[src/rtl/ff_apb_pkg.sv]
// Shared types and default widths for the two-requester APB master.
package ff_apb_pkg;

    localparam int ADDR_W_DEF = 16;
    localparam int DATA_W_DEF = 32;

    typedef enum logic [1:0] {
        ST_IDLE   = 2'd0,
        ST_SETUP  = 2'd1,
        ST_ACCESS = 2'd2
    } apb_state_e;

    // One-hot decode of a requester index.
    function automatic logic [1:0] idx_to_onehot(input logic idx);
        return idx ? 2'b10 : 2'b01;
    endfunction

endpackage

[src/rtl/ff_rr_arbiter2.sv]
// Two-way round-robin grant logic; purely combinational, the last-grant
// state is held by the parent.
module ff_rr_arbiter2 (
    input  logic       req0_valid_i,
    input  logic       req1_valid_i,
    input  logic       last_grant_i,
    input  logic       en_i,
    output logic [1:0] grant_o
);

    always_comb begin
        grant_o = 2'b00;
        if (en_i) begin
            if (req0_valid_i && req1_valid_i) begin
                // Contention: the requester not served last time wins.
                grant_o = last_grant_i ? 2'b01 : 2'b10;
            end else if (req0_valid_i) begin
                grant_o = 2'b01;
            end else if (req1_valid_i) begin
                grant_o = 2'b10;
            end
        end
    end

endmodule

[src/rtl/ff_apb_arbiter.sv]
// APB master shared by two requesters: round-robin grant, SETUP/ACCESS
// sequencing with no pready, one-cycle done pulse and per-requester read data.
module ff_apb_arbiter
    import ff_apb_pkg::*;
#(
    parameter int ADDR_W = ADDR_W_DEF,
    parameter int DATA_W = DATA_W_DEF
) (
    input  logic              clk,
    input  logic              reset,

    input  logic              req0_valid,
    input  logic              req0_write,
    input  logic [ADDR_W-1:0] req0_addr,
    input  logic [DATA_W-1:0] req0_wdata,
    output logic              req0_ready,
    output logic              req0_done,
    output logic [DATA_W-1:0] req0_rdata,

    input  logic              req1_valid,
    input  logic              req1_write,
    input  logic [ADDR_W-1:0] req1_addr,
    input  logic [DATA_W-1:0] req1_wdata,
    output logic              req1_ready,
    output logic              req1_done,
    output logic [DATA_W-1:0] req1_rdata,

    output logic [ADDR_W-1:0] paddr,
    output logic              psel,
    output logic              penable,
    output logic              pwrite,
    output logic [DATA_W-1:0] pwdata,
    input  logic [DATA_W-1:0] prdata
);

    apb_state_e        state_q, state_d;
    logic              last_q, last_d;
    logic              gidx_q, gidx_d;
    logic [ADDR_W-1:0] paddr_q, paddr_d;
    logic              pwrite_q, pwrite_d;
    logic [DATA_W-1:0] pwdata_q, pwdata_d;
    logic [1:0]        done_q, done_d;
    logic [DATA_W-1:0] rdata0_q, rdata0_d;
    logic [DATA_W-1:0] rdata1_q, rdata1_d;

    logic [1:0]        grant;
    logic              arb_en;
    logic              accept;
    logic              read_done;

    // Arbitration is gated off while reset is high so ready never leaks out.
    assign arb_en = (state_q != ST_SETUP) && !reset;
    assign accept = |grant;

    ff_rr_arbiter2 u_rr (
        .req0_valid_i (req0_valid),
        .req1_valid_i (req1_valid),
        .last_grant_i (last_q),
        .en_i         (arb_en),
        .grant_o      (grant)
    );

    always_comb begin
        state_d = state_q;
        case (state_q)
            ST_IDLE:   state_d = accept ? ST_SETUP : ST_IDLE;
            ST_SETUP:  state_d = ST_ACCESS;
            ST_ACCESS: state_d = accept ? ST_SETUP : ST_IDLE;
            default:   state_d = ST_IDLE;
        endcase
    end

    always_comb begin
        last_d   = last_q;
        gidx_d   = gidx_q;
        paddr_d  = paddr_q;
        pwrite_d = pwrite_q;
        pwdata_d = pwdata_q;
        if (accept) begin
            last_d   = grant[1];
            gidx_d   = grant[1];
            paddr_d  = grant[1] ? req1_addr  : req0_addr;
            pwrite_d = grant[1] ? req1_write : req0_write;
            pwdata_d = grant[1] ? req1_wdata : req0_wdata;
        end
    end

    // Completion is registered off the ACCESS cycle, so done lands one cycle later.
    always_comb begin
        done_d    = 2'b00;
        rdata0_d  = rdata0_q;
        rdata1_d  = rdata1_q;
        read_done = (state_q == ST_ACCESS) && !pwrite_q;
        if (state_q == ST_ACCESS) begin
            done_d = idx_to_onehot(gidx_q);
        end
        if (read_done && !gidx_q) begin
            rdata0_d = prdata;
        end
        if (read_done && gidx_q) begin
            rdata1_d = prdata;
        end
    end

    always_ff @(posedge clk or posedge reset) begin
        if (reset) begin
            state_q  <= ST_IDLE;
            last_q   <= 1'b1;
            gidx_q   <= 1'b0;
            paddr_q  <= '0;
            pwrite_q <= 1'b0;
            pwdata_q <= '0;
            done_q   <= 2'b00;
            rdata0_q <= '0;
            rdata1_q <= '0;
        end else begin
            state_q  <= state_d;
            last_q   <= last_d;
            gidx_q   <= gidx_d;
            paddr_q  <= paddr_d;
            pwrite_q <= pwrite_d;
            pwdata_q <= pwdata_d;
            done_q   <= done_d;
            rdata0_q <= rdata0_d;
            rdata1_q <= rdata1_d;
        end
    end

    assign psel       = (state_q != ST_IDLE);
    assign penable    = (state_q == ST_ACCESS);
    assign paddr      = paddr_q;
    assign pwrite     = pwrite_q;
    assign pwdata     = pwdata_q;
    assign req0_ready = grant[0];
    assign req1_ready = grant[1];
    assign req0_done  = done_q[0];
    assign req1_done  = done_q[1];
    assign req0_rdata = rdata0_q;
    assign req1_rdata = rdata1_q;

endmodule
[config.mk]
export PLATFORM = sky130hd
export DESIGN_NAME = ff_apb_arbiter
export DESIGN_NICKNAME = d
export VERILOG_FILES = /design/src/rtl/ff_apb_pkg.sv /design/src/rtl/ff_rr_arbiter2.sv /design/src/rtl/ff_apb_arbiter.sv
export SDC_FILE = /design/constraint.sdc
export NUM_CORES = 1
export LEC_CHECK = 0
export ABC_AREA = 1
export CORE_ASPECT_RATIO = 2
export CORE_UTILIZATION = 38
export DETAILED_ROUTE_END_ITERATION = 10
export PLACE_DENSITY_LB_ADDON = 0.25
export SYNTH_ARGS = -nofsm -noshare
export SYNTH_HDL_FRONTEND = slang
export SYNTH_SLANG_ARGS = --single-unit
[constraint.sdc]
create_clock -name clk -period 4.9 [get_ports clk]
set_input_delay 0.98 -clock clk [delete_from_list [all_inputs] [get_ports clk]]
set_output_delay 0.98 -clock clk [all_outputs]
set_load 0.02 [all_outputs]
==> results.tsv, run 1 <==
metric	value	unit
fmax	0.293	GHz
status	finished clean	
yosys-top-cells-count	nand2_1 (215), inv_1 (138), dfrtp_1 (118)	
fin_crit_sh	0.696	
antenna_found_initial	0	
powerDensity	558	nW/um2
crit_chain	clkdlybuf4s50_1 -> clkinvlp_4 -> nand3_1 -> a21oi_1 -> clkdlybuf4s50_1	
worstHoldStart	gidx_q	
synth_seq_area_share	0.546	
crit_path_frequent_cell	clkdlybuf4s50_1	
worstPathMaxFanout	2	
clock_latency	400	ps
finalNonFillerCells	1129	
wirelength	15300	um
firstDrtPassIters	5	
routed_via_density	4.51	
root_buffer	clkbuf_16	
hold_class	reg -> reg	
synth.avg_cell_area	7.93	um2
cts_resized	0	
wl_per_cell	13.5	um
multi_input_area	1720	um2
tightest_slew	1150	ps
grt_max_degree	76	
crit_arrival	2430	ps
synth_top_area_share	0.541	
post_cts_buffers	0	
synth_cell_types	16	
max_stage_delay	620	ps
die_y	171	um
async_flop_share	1.00	
slew_headroom	0.232	
final-seq-area	2980	um2
setup_tns	0	ps
synth_edf_count	0	
fin_nets	1062	
syn_area	5460	um2
yosys_warnings	0	
grt_setup_unrepaired	false	
power_leakage	4.45	nW
worstSetupStartpoint	reset	
drtIter0Drc	207	
syn-num-nets	822	
setup.worst_path.end_class	primary output	
min_period	3410	ps
cp_top_family	buffers and inverters	
die_w	86.7	um
yosysTopAreaCell	dfrtp_1	
start_kind	input port	
initial_core_util	0.391	
cp_slowest_cell	clkdlybuf4s50_1	
dp_cells	1098	
port_buffers	252	
syn_inst	688	
numCtsBuffers	17	
synth.most_common_cell	nand2_1	
setup-violations-final	0	
clock-sinks	119	
dieArea	14900	um2
syn_to_final_growth	59.1	%
drc_errors	0	
clock_path_buffers	2	
clk_transition_reported_paths	50	ps
netlist_top_cells_area	dfrtp_1 (54%), nand2_1 (15%), inv_1 (9.5%)	
synth_seq_cells	119	
finalPower	4.84	mW
grt_usage	0.214	
path_buf_inv	3	
slew_viol_final	0	
fin_worst_skew	7.04	ps
ys.flop_type	dfrtp_1	
worstPathRequired	3920	ps
first_global_vias	4844	
n_antenna_cell	0	
ios	253	
h-tree-depth	4	
vias	5090	
finalHoldViolCount	0	
vdd_drop_max	0.243	mV
rows	61	
grt_pass1_wl	24300	um
antenna_left	0	
drive_gt1_frac	0.0553	
core-area	14000	um2
dp_hpwl	10600	um
crit_type	in -> out	
reg2reg_from	state_q[1]	
cts_tree	built	
cts-hold-fix-buffers	0	
place_congestion	0.773	
drv_cap	0	
overflow	0	
num-fill-cells	1222	
## report_power, final
group	internal, mW	total (mW)	switching, mW
Combinational	0.912	1.92	1.01
Sequential	1.36	1.56	0.200
Clock	0.905	1.36	0.458
## layout by cell type (no fill, tap or decap)
cell | netlist | final
a21oi_1 | 1 | 1
a21oi_4 | 0 | 2
buf_4 | 3 | 6
bufinv_16 | 0 | 5
clkbuf_16 | 0 | 17
clkdlybuf4s50_1 | 0 | 252
clkinv_2 | 0 | 1
clkinv_4 | 0 | 3
clkinvlp_4 | 0 | 3
dfrtp_1 | 118 | 118
dfstp_2 | 1 | 1
inv_1 | 138 | 137
inv_2 | 4 | 4
inv_6 | 0 | 3
nand2_1 | 215 | 214
nand2_2 | 3 | 4
nand3_1 | 100 | 100
nor2_2 | 3 | 3
o21ai_0 | 2 | 2
o21ai_1 | 64 | 64
## logic make-up (layout without fill, tap and decap cells)
family	after synthesis	count (layout)	synth area share
and+or+nand+nor	321	321	0.246
DFF	119	119	0.546
AOI/OAI and AO/OA	69	69	0.0646
buffers and inverters	179	431	0.143
## flip-flops by register name (all words and copies together), names as in the netlist, 2 cells and up
register	cells
paddr	16
done_q	2
req0_rdata	32
req1_rdata	32
state_q	2
pwdata	32
## cell type report
type,count,area share
Timing Repair Buffer,258,0.296
Tap cell,189,0.0272
Clock inverter,14,0.0256
Sequential cell,119,0.343
Inverter,142,0.0618
Clock buffer,17,0.0490
Multi-Input combinational cell,390,0.198
## path summary, 6_finish.rpt
check                           slack (ps)  cells after the start         end
worst min register to register         440                      1   done_q[0]
worst min-delay path                   440                      1   done_q[0]
worst max register to register        2790                      7   pwdata[7]
min in group asynchronous             1180                      3  pwdata[27]
worst max-delay path                  1490                      5  req0_ready
max in group asynchronous             2360                      4    paddr[6]
## per-stage QoR
step / hold slack [ps] / cell area [um2] / worst slack, ps / utilization
CTS: 447 / 8680 / 1470 / 0.622
floorplan: 426 / 5460 / 627 / -
detailed placement: 439 / 8040 / 1230 / 0.575
finish: 444 / 8680 / 1490 / 0.622
global placement: 430 / 8040 / 1300 / 0.575
global route: 468 / 8680 / 1380 / 0.622
## per-layer routing
metal | wire, um | track usage | share of wire
met5 | 0 | 0 | 0
met4 | 215 | 0.0703 | 0.014
met3 | 1130 | 0.0734 | 0.074
met2 | 8080 | 0.387 | 0.53
met1 | 5840 | 0.228 | 0.38
Power figures use the tool's default switching activity.
==> run 2: changes to the inputs <==
CORE_UTILIZATION = 42   (was 38)
clock period = 3.21 ns   (was 4.9 ns; I/O delays follow)
==> results.tsv, run 2 (synthesis results as in run 1) <==
metric	value	unit	change
dp_cells	1060		-3.5%
crit_path_frequent_cell	clkdlybuf4s50_1		
clock_path_buffers	2		unchanged
cts-hold-fix-buffers	0		unchanged
crit_type	in -> out		
clk_transition_reported_paths	50	ps	about the same
numCtsBuffers	17		unchanged
clock-sinks	119		unchanged
status	finished clean		
grt_pass1_wl	22700	um	-6.3%
final_common_cell	clkdlybuf4s50_1		
fin_worst_skew	5.13	ps	-1.91 ps
fmax	0.363	GHz	
n_antenna_cell	0		unchanged
h-tree-depth	4		unchanged
drive_gt1_frac	0.0669		+0.0116
finalHoldViolCount	0		unchanged
setup_ws	456	ps	-1030 ps
layout_common_cells	clkdlybuf4s50_1 (252), nand2_1 (214), inv_1 (137), dfrtp_1 (118), nand3_1 (92)		
rows	58		-4.9%
power_leakage	4.44	nW	-0.22%
slew_headroom	0.240		+0.00839
grt_usage	0.223		+0.00983
min_period	2750	ps	
vias	5102		+0.24%
syn_to_final_growth	57.9	%	
crit_arrival	2110	ps	-320 ps
port_buffers	252		unchanged
dp_hpwl	10200	um	-4.3%
drc_errors	0		unchanged
grt_setup_unrepaired	false		
setup-violations-final	0		unchanged
hold_slack	444	ps	+0.252 ps
overflow	0		unchanged
finish.utilization	0.683		+0.0609
die_w	82.6	um	-4.8%
wirelength	14500	um	-4.8%
fin_nets	1063		+0.094%
routed_via_density	4.67		+3.6%
ios	253		unchanged
initial_core_util	0.432		+0.0415
powerDensity	825	nW/um2	+48%
root_buffer	clkbuf_16		
cts_tree	built		
finalPower	7.11	mW	+47%
slew_viol_final	0		unchanged
drtIter0Drc	141		-32%
place_area	8050	um2	+0.19%
place_congestion	0.759		-1.8%
wl_per_cell	13.3	um	-1.6%
stdcell_area	8620	um2	-0.73%
tightest_slew	1140	ps	-12.5 ps
core-area	12600	um2	-9.6%
cp_slowest_cell	clkdlybuf4s50_1		
setup.worst_path.end_class	primary output		
antenna_found_initial	0		unchanged
pre_cts_ws	456	ps	-772 ps
die_y	163	um	-4.8%
post_cts_buffers	0		unchanged
hold_class	reg -> reg		
clock_latency	400	ps	about the same
cts_resized	0		unchanged
fin_crit_sh	0.858		
setup_tns	0	ps	unchanged
vdd_drop_max	0.595	mV	+140%
finalNonFillerCells	1092		-3.3%
start_kind	input port		
max_stage_delay	610	ps	about the same
firstDrtPassIters	5		unchanged
crit_chain	clkdlybuf4s50_1 -> clkinvlp_4 -> nand3_1 -> a21oi_2 -> clkdlybuf4s50_1		
first_global_vias	4870		+0.54%
worstPathRequired	2570	ps	-1350 ps
drv_cap	0		unchanged
grt_max_degree	77		+1.3%
worstPathMaxFanout	3		+1
antenna_left	0		unchanged
dieArea	13500	um2	-9.4%
[run 2: cell count changes in the layout (fill, tap and decap cells not counted)]
cell / change
a21oi_1: -1
a21oi_2: +1
inv_8: +2
nand3_2: +8
inv_6: +2
o21ai_0: -1
nand3_1: -8
clkinv_4: -1
o21ai_1: +1
bufinv_16: -4
clkinv_2: +2
buf_12: +1
[run 2: cell type report]
type / instances / area, um2
clock buffers: 17 / 425
clock inverters: 15 / 144
fillers: 1062 / 4010
inverters: 142 / 537
multi-input cells: 390 / 1760
flip-flops and latches: 119 / 2980
well taps: 150 / 188
repair buffers: 259 / 2590
[run 2: layer usage]
layer | share of wire | vias up | global-route usage
met2 | 0.52 | 200 | 0.394
met3 | 0.074 | 28 | 0.0721
met1 | 0.37 | 2311 | 0.234
met4 | 0.032 | 0 | 0.0980
met5 | 0 | - | 0
li1 | - | 2563 | -
[run 2: worst paths after layout]
kind / from / endpoint / slack [ps] / cells past startpoint
setup / recovery: reset / req0_ready / 460 / 5
hold / removal: gidx_q / done_q[0] / 440 / 1
setup reg to reg: state_q[0] / req1_rdata[3] / 1240 / 6
hold reg to reg: gidx_q / done_q[0] / 440 / 1
max in group asynchronous: reset / req1_rdata[12] / 990 / 4
min in group asynchronous: reset / pwdata[17] / 850 / 3
[run 2: critical path: cells and delay by family]
family | cells | cell delay (ps)
buffers and inverters | 3 | 1220
AO/OA/AOI/OAI | 1 | 130
AND/OR/NAND/NOR | 1 | 120
[run 2: power by group]
part	internal, mW	switching [mW]	total, mW
Combinational	1.40	1.53	2.93
Sequential	2.07	0.314	2.39
Clock	1.08	0.715	1.80
Total	4.55	2.56	7.11
